## config.mk

```make
export PLATFORM = sky130hd
export DESIGN_NAME = uart_tx_port
export DESIGN_NICKNAME = d
export VERILOG_FILES = /design/src/rtl/uart_tx_port.sv
export SDC_FILE = /design/constraint.sdc
export NUM_CORES = 1
export LEC_CHECK = 0
export BUFFER_PORTS_ARGS = -buffer_cell sky130_fd_sc_hd__clkbuf_2
export CAP_MARGIN = 20
export CORE_ASPECT_RATIO = 1.2
export CORE_MARGIN = 2
export CORE_UTILIZATION = 40
export DETAILED_ROUTE_END_ITERATION = 8
export PLACE_DENSITY = 0.54
export SETUP_SLACK_MARGIN = 0.05
export SYNTH_ARGS = -nofsm -noshare
export SYNTH_HDL_FRONTEND = slang
export SYNTH_SLANG_ARGS = --single-unit
```

## constraint.sdc

```tcl
create_clock -name clk -period 5.55 [get_ports clk]
set_input_delay 0.2775 -clock clk [delete_from_list [all_inputs] [get_ports clk]]
set_output_delay 0.2775 -clock clk [all_outputs]
set_load 0.01 [all_outputs]
```

## src/rtl/uart_tx_port.sv

```systemverilog
// Byte FIFO feeding an 8N1 serialiser; start bit appears 2 edges after an accepted write, frames are 10*CLK_DIV cycles.
// No backpressure: writes while full are dropped and latch the sticky ovf flag until clr_ovf.
module uart_tx_port #(
    parameter int CLK_DIV    = 16,
    parameter int FIFO_DEPTH = 4
) (
    input  logic       clk,
    input  logic       Reset,
    input  logic       wr_en,
    input  logic [7:0] wr_data,
    input  logic       clr_ovf,
    output logic       full,
    output logic       empty,
    output logic       tx_busy,
    output logic       ovf,
    output logic       tx
);

    localparam int AW = $clog2(FIFO_DEPTH);
    localparam int CW = AW + 1;
    localparam int DW = $clog2(CLK_DIV);
    localparam logic [DW-1:0] DIV_MAX = DW'(CLK_DIV - 1);

    typedef enum logic [1:0] {IDLE, START, DATA, STOP} state_t;

    state_t          state;
    state_t          state_nx;
    logic [DW-1:0]   div;
    logic [2:0]      bit_cnt;
    logic [7:0]      shreg;
    logic [7:0]      shreg_nx;
    logic [AW-1:0]   wptr;
    logic [AW-1:0]   rptr;
    logic [CW-1:0]   count;
    logic [CW-1:0]   count_nx;
    logic [7:0]      mem [FIFO_DEPTH];
    logic            bit_end;
    logic            push;
    logic            pop;
    logic            drop;
    logic            tx_nx;

    assign bit_end = (div == DIV_MAX);
    // Full check uses the registered flag, so a same-edge pop never rescues a write.
    assign push    = wr_en & ~full;
    assign drop    = wr_en & full;

    always_ff @(posedge clk) begin
        if (Reset) begin
            state <= IDLE;
        end else begin
            state <= state_nx;
        end
    end

    always_comb begin
        state_nx = state;
        case (state)
            IDLE:  if (!empty) state_nx = START;
            START: if (bit_end) state_nx = DATA;
            DATA:  if (bit_end && bit_cnt == 3'd7) state_nx = STOP;
            STOP:  if (bit_end) state_nx = empty ? IDLE : START;
            default: state_nx = IDLE;
        endcase
    end

    always_comb begin
        pop      = 1'b0;
        shreg_nx = shreg;
        tx_nx    = 1'b1;
        case (state)
            IDLE: pop = ~empty;
            DATA: if (bit_end) shreg_nx = {1'b0, shreg[7:1]};
            STOP: pop = bit_end & ~empty;
            default: ;
        endcase
        if (pop) shreg_nx = mem[rptr];
        // tx is registered from the post-edge state so it has no input-to-output path.
        case (state_nx)
            START:   tx_nx = 1'b0;
            DATA:    tx_nx = shreg_nx[0];
            default: tx_nx = 1'b1;
        endcase
        count_nx = count + CW'(push) - CW'(pop);
    end

    always_ff @(posedge clk) begin
        if (Reset) begin
            div     <= '0;
            bit_cnt <= '0;
            shreg   <= '0;
            wptr    <= '0;
            rptr    <= '0;
            count   <= '0;
            full    <= 1'b0;
            empty   <= 1'b1;
            tx_busy <= 1'b0;
            ovf     <= 1'b0;
            tx      <= 1'b1;
        end else begin
            div <= (state == IDLE || bit_end) ? '0 : div + DW'(1);
            if (state == START && bit_end) begin
                bit_cnt <= '0;
            end else if (state == DATA && bit_end) begin
                bit_cnt <= bit_cnt + 3'd1;
            end
            shreg <= shreg_nx;
            if (push) wptr <= wptr + AW'(1);
            if (pop)  rptr <= rptr + AW'(1);
            count   <= count_nx;
            full    <= (count_nx == CW'(FIFO_DEPTH));
            empty   <= (count_nx == '0);
            ovf     <= (ovf & ~clr_ovf) | drop;
            tx_busy <= (state_nx != IDLE) | (count_nx != '0);
            tx      <= tx_nx;
        end
    end

    always_ff @(posedge clk) begin
        if (!Reset && push) mem[wptr] <= wr_data;
    end

endmodule
```

* Yosys cells after proc, flatten, opt, wreduce, memory -nomap -nowiden
Memories as Yosys holds them, arrays and structs flattened. A register that Yosys moved wholly into a read port is not among the register bits. Cells that the tools add are included.
Word-level totals: flip-flop bits (word level) 29, memory bits (writable) 32, input bits 12, output and inout port bits 5, word-level logic and storage cells 67, memories kept 1
Cells by class: add/subtract/negate cells 6, equal/unequal tests 8, muxes and demuxes 15, bitwise gates (word level) 9, reductions and logical operators 15
Memories:
- mem | depth 4, bits a word 8, rd ports 1, clocked after Yosys merged registers in 1, write ports 1, RTL line 36 | logic [7:0] mem [FIFO_DEPTH];
Operators by type and width (count):
- 8-bit 2-to-1 mux | 3
- 2-bit 2-to-1 mux | 6
- 2-bit case mux with 4 select lines | 1
- 2-bit == test, second input constant | 3
- 3-bit == test, second input constant | 2
- 2-bit nonzero test | 3
- 2-bit by 1-bit adder with 2-bit output, second input constant | 2
- 4-bit by 1-bit adder with 4-bit output, second input constant | 1
- 1-bit bitwise AND | 4
- 2-bit by 1-bit == test with 1-bit output, second input constant | 2
- 4-bit == test, second input constant | 1
- 1-bit logical AND | 4
- 1-bit case mux with 2 select lines | 2
- 2-bit OR reduction | 2
- 3-bit by 1-bit adder with 3-bit output | 1
- 3-bit by 1-bit adder with 3-bit output, second input constant | 1
- 3-bit zero test | 1
- 1-bit 2-to-1 mux | 3
- 1-bit inverter | 3
- 3-bit nonzero test | 1
- 3-bit by 1-bit subtractor with 3-bit output | 1
- 2-bit zero test | 1
- 1-bit bitwise OR | 2
- 2-bit AND reduction | 1
- other kinds (2) | 2

* Logic depth before layout (Yosys ltp)
Gate-level depths: netlist (run 1).
depth after elaboration 6, depth in mapped cells 13, depth with buffers taken out 12

* Worst setup path after synthesis (run 1)
OpenSTA, ideal clock, no wires.
kind flip-flop to flip-flop, start reg div[0], end reg tx_busy, library setup time 0.142 ns, arrival 2.309 ns, data required time 5.408 ns, setup slack 3.098 ns, cell stages (with the launch flop) 11, path buffers 0, period minus slack after synthesis 2.452 ns, cells stage by stage dfxtp_1 -> ha_1 -> and4_2 -> o21ai_4 -> or2_2 -> nand2_1 -> ha_1 -> fa_1 -> xnor2_1 -> xnor2_1 -> a41oi_1
Between the ends: longest elaborated chain between the ends 6, elaborated cells between the ends (all ways) 12, classes of those cells add/sub: 1; eq/ne: 1; mux: 5; bitwise: 2; reduce/logical: 3
RTL lines:
- start: declaration | RTL line 28 | logic [DW-1:0] div;
- start signal: assignment | RTL line 101 | div <= (state == IDLE || bit_end) ? '0 : div + DW'(1);
- 4-bit == test (*) | RTL line 43 | assign bit_end = (div == DIV_MAX);
- 1-bit bitwise AND or 1-bit logical AND (tied branches) | RTL line 74, 61
- 1-bit case mux with 2 select lines or 2-bit 2-to-1 mux (tied branches) | RTL line 71, 61
- 3-bit by 1-bit subtractor with 3-bit output or 2-bit case mux with 4 select lines (tied branches) | RTL line 84, 58
- 3-bit nonzero test or 2-bit nonzero test (tied branches) | RTL line 114 | tx_busy <= (state_nx != IDLE) | (count_nx != '0);
- 1-bit bitwise OR (*) | RTL line 114
- end signal: assignment | RTL line 114
- end: declaration | RTL line 14 | output logic tx_busy,
Mark *: on every way between the ends. The rest lies on a longest branch, timed or not. A chain may end at the register's enable or synchronous reset.

* Worst setup path after layout (run 1)
Same ends and word-level chain as after synthesis.

==> metrics.csv, run 1 <==
metric;value;unit
wirelength;4410;µm
final.setup.tns;0;ns
postCtsHoldBufs;0;
ir_worst_vdd;0.202;mV
fmaxAchievable;0.340;GHz
clock_path_buffers;2;
slew_violations;0;
syn_avg_cell_area;13.3;µm²
layout-drive-gt1-share;21.9;%
pwr-share-seq;48.8;%
internal-power;869;µW
power_leakage;0.00112;µW
finClkSkew;0.00774;ns
syn_area;2640;µm²
stdcell_count;309;
initial_core_util;41.2;%
yosysWarnings;0;
io_pins;17;
synth-async-reset-ratio;0;%
maxCapViolCount;0;
slowest_stage;o21ai_4;
netlist-cell-type-count;39;
cts_tree;built;
clockPowerShare;26.0;%
comb_power_share;25.2;%
grt_overflow;0;
ant_nets;0;
setup-violations-final;0;
viasPerCell;5.07;
hold_viol;0;
antenna_found_initial;0;
p_per_area;425;nW/µm²
drt_iter0_drc;92;
slew_headroom;60.7;%
seq_area_frac_synth;60.0;%
sw_frac_of_total;30.9;%
track_usage;13.9;%
drc;0;
rsz0062_at_grt;false;
dieHeight;93.0;µm
ctsResizeCount;0;
cts_buffers;9;
grt_pass1_vias;1621;
io_buffers;16;
grt_max_degree;32;
synth_flop_cell;edfxtp_1;
dieArea;7260;µm²
cp.arrival;3.12;ns
cts_root_buf;clkbuf_8;
period_share;52.9;%
crit_path_start_kind;flop;
worst_pin_slew;0.590;ns
dp.cells;293;
cp_data_required_time;5.73;ns
synth_seq_cells;63;
wl_per_cell;14.3;µm
hold_path_class;input pin to flop;
postLayoutCoreUtil;46.1;%
cts_post_setup_buffers_inserted;0;
clock_latency;0.33;ns
drtPass1Iterations;4;
period_minus_slack;2.94;ns
p_sw;388;µW
num_vias;1568;
path_class;flop to flop;
htree_num_levels;3;
fillers;591;
syn_nets;225;
crit_path_max_incr_delay;0.41;ns
setup_slack;2.61;ns
grt_pass1_wl;7480;µm
cts.sinks;63;
antenna_cells;0;
cp_max_fo;19;
hpwl;3070;µm
cp-end-kind;flop;
pre_cts_slack;2.63;ns
core-area;6410;µm²
fin_nets;245;
totalPowerFinal;1260;µW
status;finished clean;
syn_inst;199;
finalWeightedCongestion;0.791;
synth_edf_count;32;
die_x;78.1;µm
synthToLayoutAreaGrowth;12.0;%
cts.clk_slew.worst_paths;0.07;ns
cp_cell_sequence;ha_1 > and4_2 > o21ai_4 > or2_2 > nand2_1 > ha_1 > fa_1 > xnor2_1 > xnor2_1 > a41oi_1;
rows;32;
synthesized netlist by cell type (all sizes together), types with 2 or more instances:
cell type	count	area share [%]
edfxtp	32	36
nor2	32	4.6
dfxtp	31	24
ha	13	6.2
mux2i	8	3.0
mux4	8	6.8
a211oi	7	2.0
inv	7	1.0
xnor2	6	2.0
nand2	5	0.71
a21oi	4	0.76
and2	4	0.95
buf	4	0.81
nor2b	4	0.95
clkbuf	3	0.43
nand3	3	0.76
nor4	3	0.71
a22oi	2	0.57
a41oi	2	0.66
and3	2	0.52
nand2b	2	0.47
nor3	2	0.38
nor3b	2	0.57
o21ai	2	0.81
o31ai	2	0.57
area by class of cell:
class / count / area [µm²] / area share (%)
Inverter: 7 / 26.3 / 0.889
Clock inverter: 7 / 40.0 / 1.35
Timing Repair Buffer: 16 / 80.1 / 2.71
Multi-Input combinational cell: 122 / 997 / 33.7
Clock buffer: 9 / 124 / 4.19
Tap cell: 85 / 106 / 3.60
Sequential cell: 63 / 1580 / 53.5
registers in the layout (all words and copies together) (netlist names), named ones only:
signal	cells
mem	32
shreg	8
div	4
bit_cnt	3
count	3
rptr	2
state	2
wptr	2
empty	1
full	1
ovf	1
tx	1
tx_busy	1
kinds of logic (layout without fill, tap and decap cells):
logic type	after synthesis	in the layout	share of synthesized area, %
compound gates	21	21	6.26
xor+xnor	7	7	2.32
fa+ha+maj	14	14	6.93
buf+inv	14	39	2.23
flops	63	63	60.0
mux	17	17	10.3
simple gates	63	63	12.0
worst paths after layout:
check | endpoint | cells after the start | slack, ns | start
min reg2reg | div[0] | 1 | 0.46 | div[0]
min | mem[3][4] | 1 | 0.17 | wr_data[4]
max | tx_busy | 10 | 2.61 | div[0]
max reg2reg | tx_busy | 10 | 2.61 | div[0]
layout by cell type (no fill, tap or decap), drive strengths merged:
cell / netlist / layout
a2111oi: 1 / 1
xor2: 1 / 1
or2: 1 / 1
o31ai: 2 / 2
edfxtp: 32 / 32
ha: 13 / 13
a21oi: 4 / 4
nor2: 32 / 32
clkinv: 0 / 5
dfxtp: 31 / 31
and2: 4 / 4
o21ai: 2 / 2
nand2: 5 / 5
clkinvlp: 0 / 2
xnor2: 6 / 6
mux2i: 8 / 8
mux2: 1 / 1
a41oi: 2 / 2
nor2b: 4 / 4
nand3: 3 / 3
nor3b: 2 / 2
clkbuf: 3 / 25
and4: 1 / 1
nor4: 3 / 3
nand2b: 2 / 2
a211oi: 7 / 7
nor3: 2 / 2
inv: 7 / 7
a22oi: 2 / 2
and2b: 1 / 1
and3: 2 / 2
fa: 1 / 1
mux4: 8 / 8
nand4: 1 / 1
a2bb2oi: 1 / 1
metal layers:
metal | wire length (µm) | vias to the layer above | part of all wire (%) | global-route usage (%)
met3 | 129 | 11 | 2.9 | 3.90
met5 | 0 | - | 0 | 0
li1 | - | 765 | - | -
met4 | 92 | 0 | 2.1 | 8.63
met2 | 2400 | 23 | 54 | 24.6
met1 | 1790 | 769 | 41 | 14.5
critical path: cells and delay by family, from the launching register on:
kind	cells	cell delay, ns
AO/OA/AOI/OAI	2	0.56
XOR/XNOR	2	0.42
AND/OR/NAND/NOR	3	0.59
adder cells (fa/ha/maj)	3	0.89
flip-flops	1	0.33
power groups by stage:
| stage | clock [µW] | combinational [µW] | sequential [µW] |
|---|---|---|---|
| 2_1_floorplan | 0 | 259 | 606 |
| 3_3_place_gp | 0 | 300 | 622 |
| 3_5_place_dp | 0 | 317 | 625 |
| 4_1_cts | 339 | 323 | 616 |
| 5_1_grt | 361 | 357 | 624 |
| 6_report | 327 | 316 | 613 |
through the flow:
stage	hold slack [ns]	area [µm²]
4_1_cts	0.149	2960
3_5_place_dp	0.446	2790
2_1_floorplan	0.376	2640
6_report	0.170	2960
5_1_grt	0.156	2960
3_3_place_gp	0.429	2790
(Power assumes the default switching activity.)
==> inputs of run 2 (changes only) <==
Clock period 5.55 ns to 3.02 ns, I/O delays scaled along.
==> run 2 against run 1 <==
Total power increased by 110%. Utilization rose by 1.5 points. Non-clock buffer count up 2. Clock skew about the same. Count of clock-buffer cells in the layout unchanged. Worst setup slack worse by 2.2 ns.
==> metrics.csv, run 2 (synthesis results as in run 1) <==
metric;value;unit;change
status;finished clean;;
slew_violations;0;;unchanged
cts_tree;built;;
layout-drive-gt1-share;22.6;%;+0.69 points
core-area;6410;µm²;unchanged
initial_core_util;41.2;%;unchanged
finClkSkew;0.00795;ns;+0.000209 ns
clock_path_buffers;2;;unchanged
top_regs;mem (32), shreg (8), div (4);;
setup-violations-final;0;;unchanged
critPathBufInv;1;;+1
antenna_cells;0;;unchanged
die_x;78.1;µm;unchanged
dieHeight;93.0;µm;unchanged
setup_slack;0.425;ns;-2.19 ns
cp.arrival;2.79;ns;-0.33 ns
grt_overflow;0;;unchanged
rows;32;;unchanged
largest_reg_flops;32;;unchanged
synthToLayoutAreaGrowth;15.7;%;
drtPass1Iterations;4;;unchanged
power_leakage;0.00117;µW;+4.3%
design_area;3050;µm²;+3.3%
cts.clk_slew.worst_paths;0.07;ns;about the same
wirelength;4630;µm;+4.9%
cts_buffers;9;;unchanged
pre_cts_slack;0.429;ns;-2.20 ns
final.setup.tns;0;ns;unchanged
wl_per_cell;14.9;µm;+4.3%
ctsResizeCount;0;;unchanged
crit_path_max_incr_delay;0.38;ns;-0.03 ns
worst_pin_slew;0.593;ns;+0.00334 ns
maxCapViolCount;0;;unchanged
slowest_stage;fa_1;;
hold_path_class;input pin to flop;;
crit_path_start_kind;flop;;
slew_headroom;60.5;%;-0.22 points
reg2reg_slack;0.43;ns;-2.19 ns
largest-register;mem;;
cts_root_buf;clkbuf_8;;
clock_latency;0.34;ns;about the same
hpwl;3220;µm;+4.8%
fmaxAchievable;0.385;GHz;+13%
drt_iter0_drc;61;;-34%
dpl_cell_area;2810;µm²;+0.54%
viasPerCell;5.07;;about the same
track_usage;14.5;%;+0.56 points
mostFrequentLayoutCells;nor2_1 (32), edfxtp_1 (32), dfxtp_1 (31);;
rsz0062_at_grt;false;;
ant_nets;0;;unchanged
io_buffers;16;;unchanged
hold_viol;0;;unchanged
cp_cell_sequence;ha_1 > and4_2 > o21ai_4 > buf_4 > nand2_1 > nand2_1 > ha_1 > fa_1 > xnor2_1 > xnor2_1 > a41oi_1;;
cts.sinks;63;;unchanged
cp_max_fo;18;;-1
period_minus_slack;2.59;ns;-0.343 ns
io_pins;17;;unchanged
drc;0;;unchanged
fin_nets;247;;+0.82%
grt_pass1_wl;7740;µm;+3.5%
cp-end-kind;flop;;
grt_max_degree;32;;unchanged
cp_data_required_time;3.21;ns;-2.52 ns
period_share;85.9;%;+33 points
path_class;flop to flop;;
antenna_found_initial;0;;unchanged
cts_post_setup_buffers_inserted;0;;unchanged
p_per_area;853;nW/µm²;+100%
dieArea;7260;µm²;unchanged
ir_worst_vdd;0.463;mV;+130%
cp_top_family;adder cells;;
num_vias;1577;;+0.57%
grt_pass1_vias;1626;;+0.31%
postCtsHoldBufs;0;;unchanged
whs;0.0251;ns;-0.145 ns
finalWeightedCongestion;0.799;;+0.96%
htree_num_levels;3;;unchanged
## run 2: cell types whose count changed in the layout (fill, tap and decap cells not counted)
| cell | before | now |
|---|---|---|
| clkinv_4 | 0 | 3 |
| clkinv_2 | 5 | 1 |
| buf_4 | 0 | 2 |
| clkinvlp_4 | 2 | 0 |
| bufinv_16 | 0 | 3 |
## run 2: worst reg2reg max path: cells and delay by family, from the launching register on
family                   cells  cell delay [ns]
AND/OR/NAND/NOR              3             0.43
adder cells (fa/ha/maj)      3             0.87
flip-flops                   1             0.36
XOR/XNOR                     2             0.38
AO/OA/AOI/OAI                2             0.21
buffers and inverters        1             0.20
## run 2: path summary, 6_finish.rpt
| kind | start | end | cells past startpoint |
|---|---|---|---|
| hold reg to reg | div[0] | div[0] | 1 |
| setup / recovery | div[0] | tx_busy | 11 |
| setup reg to reg | div[0] | tx_busy | 11 |
| hold / removal | wr_data[4] | mem[2][4] | 1 |
## run 2: stage by stage
stage	std cells	power [µW]	util, %
2_1_floorplan	199	1590	-
3_3_place_gp	295	1710	43.8
3_5_place_dp	295	1740	43.8
4_1_cts	311	2630	47.6
5_1_grt	311	2750	47.6
6_report	311	2600	47.6
## run 2: report_power, final
group          leakage, µW  switching [µW]  internal [µW]
clock network     0.000123             334            550
registers         0.000545            94.6           1040
logic             0.000501             308            279
total              0.00117             737           1870
## run 2: cell type report
cell class	count	area [µm²]
clock inverter	7	121
multi-input combinational	122	997
sequential	63	1580
tap	85	106
inverter	7	26.3
clock buffer	9	124
timing repair buffer	18	95.1
fill	597	3350
## run 2: layer usage
metal  wire length (µm)  share of wire, %  global-route usage (%)  vias to the layer above
met5                  0                 0                       0                        -
met4                 78               1.7                    7.89                        0
met3                156               3.4                    4.00                        8
met2               2480                54                    25.7                       25
met1               1920                41                    15.4                      774
li1                   -                 -                       -                      770
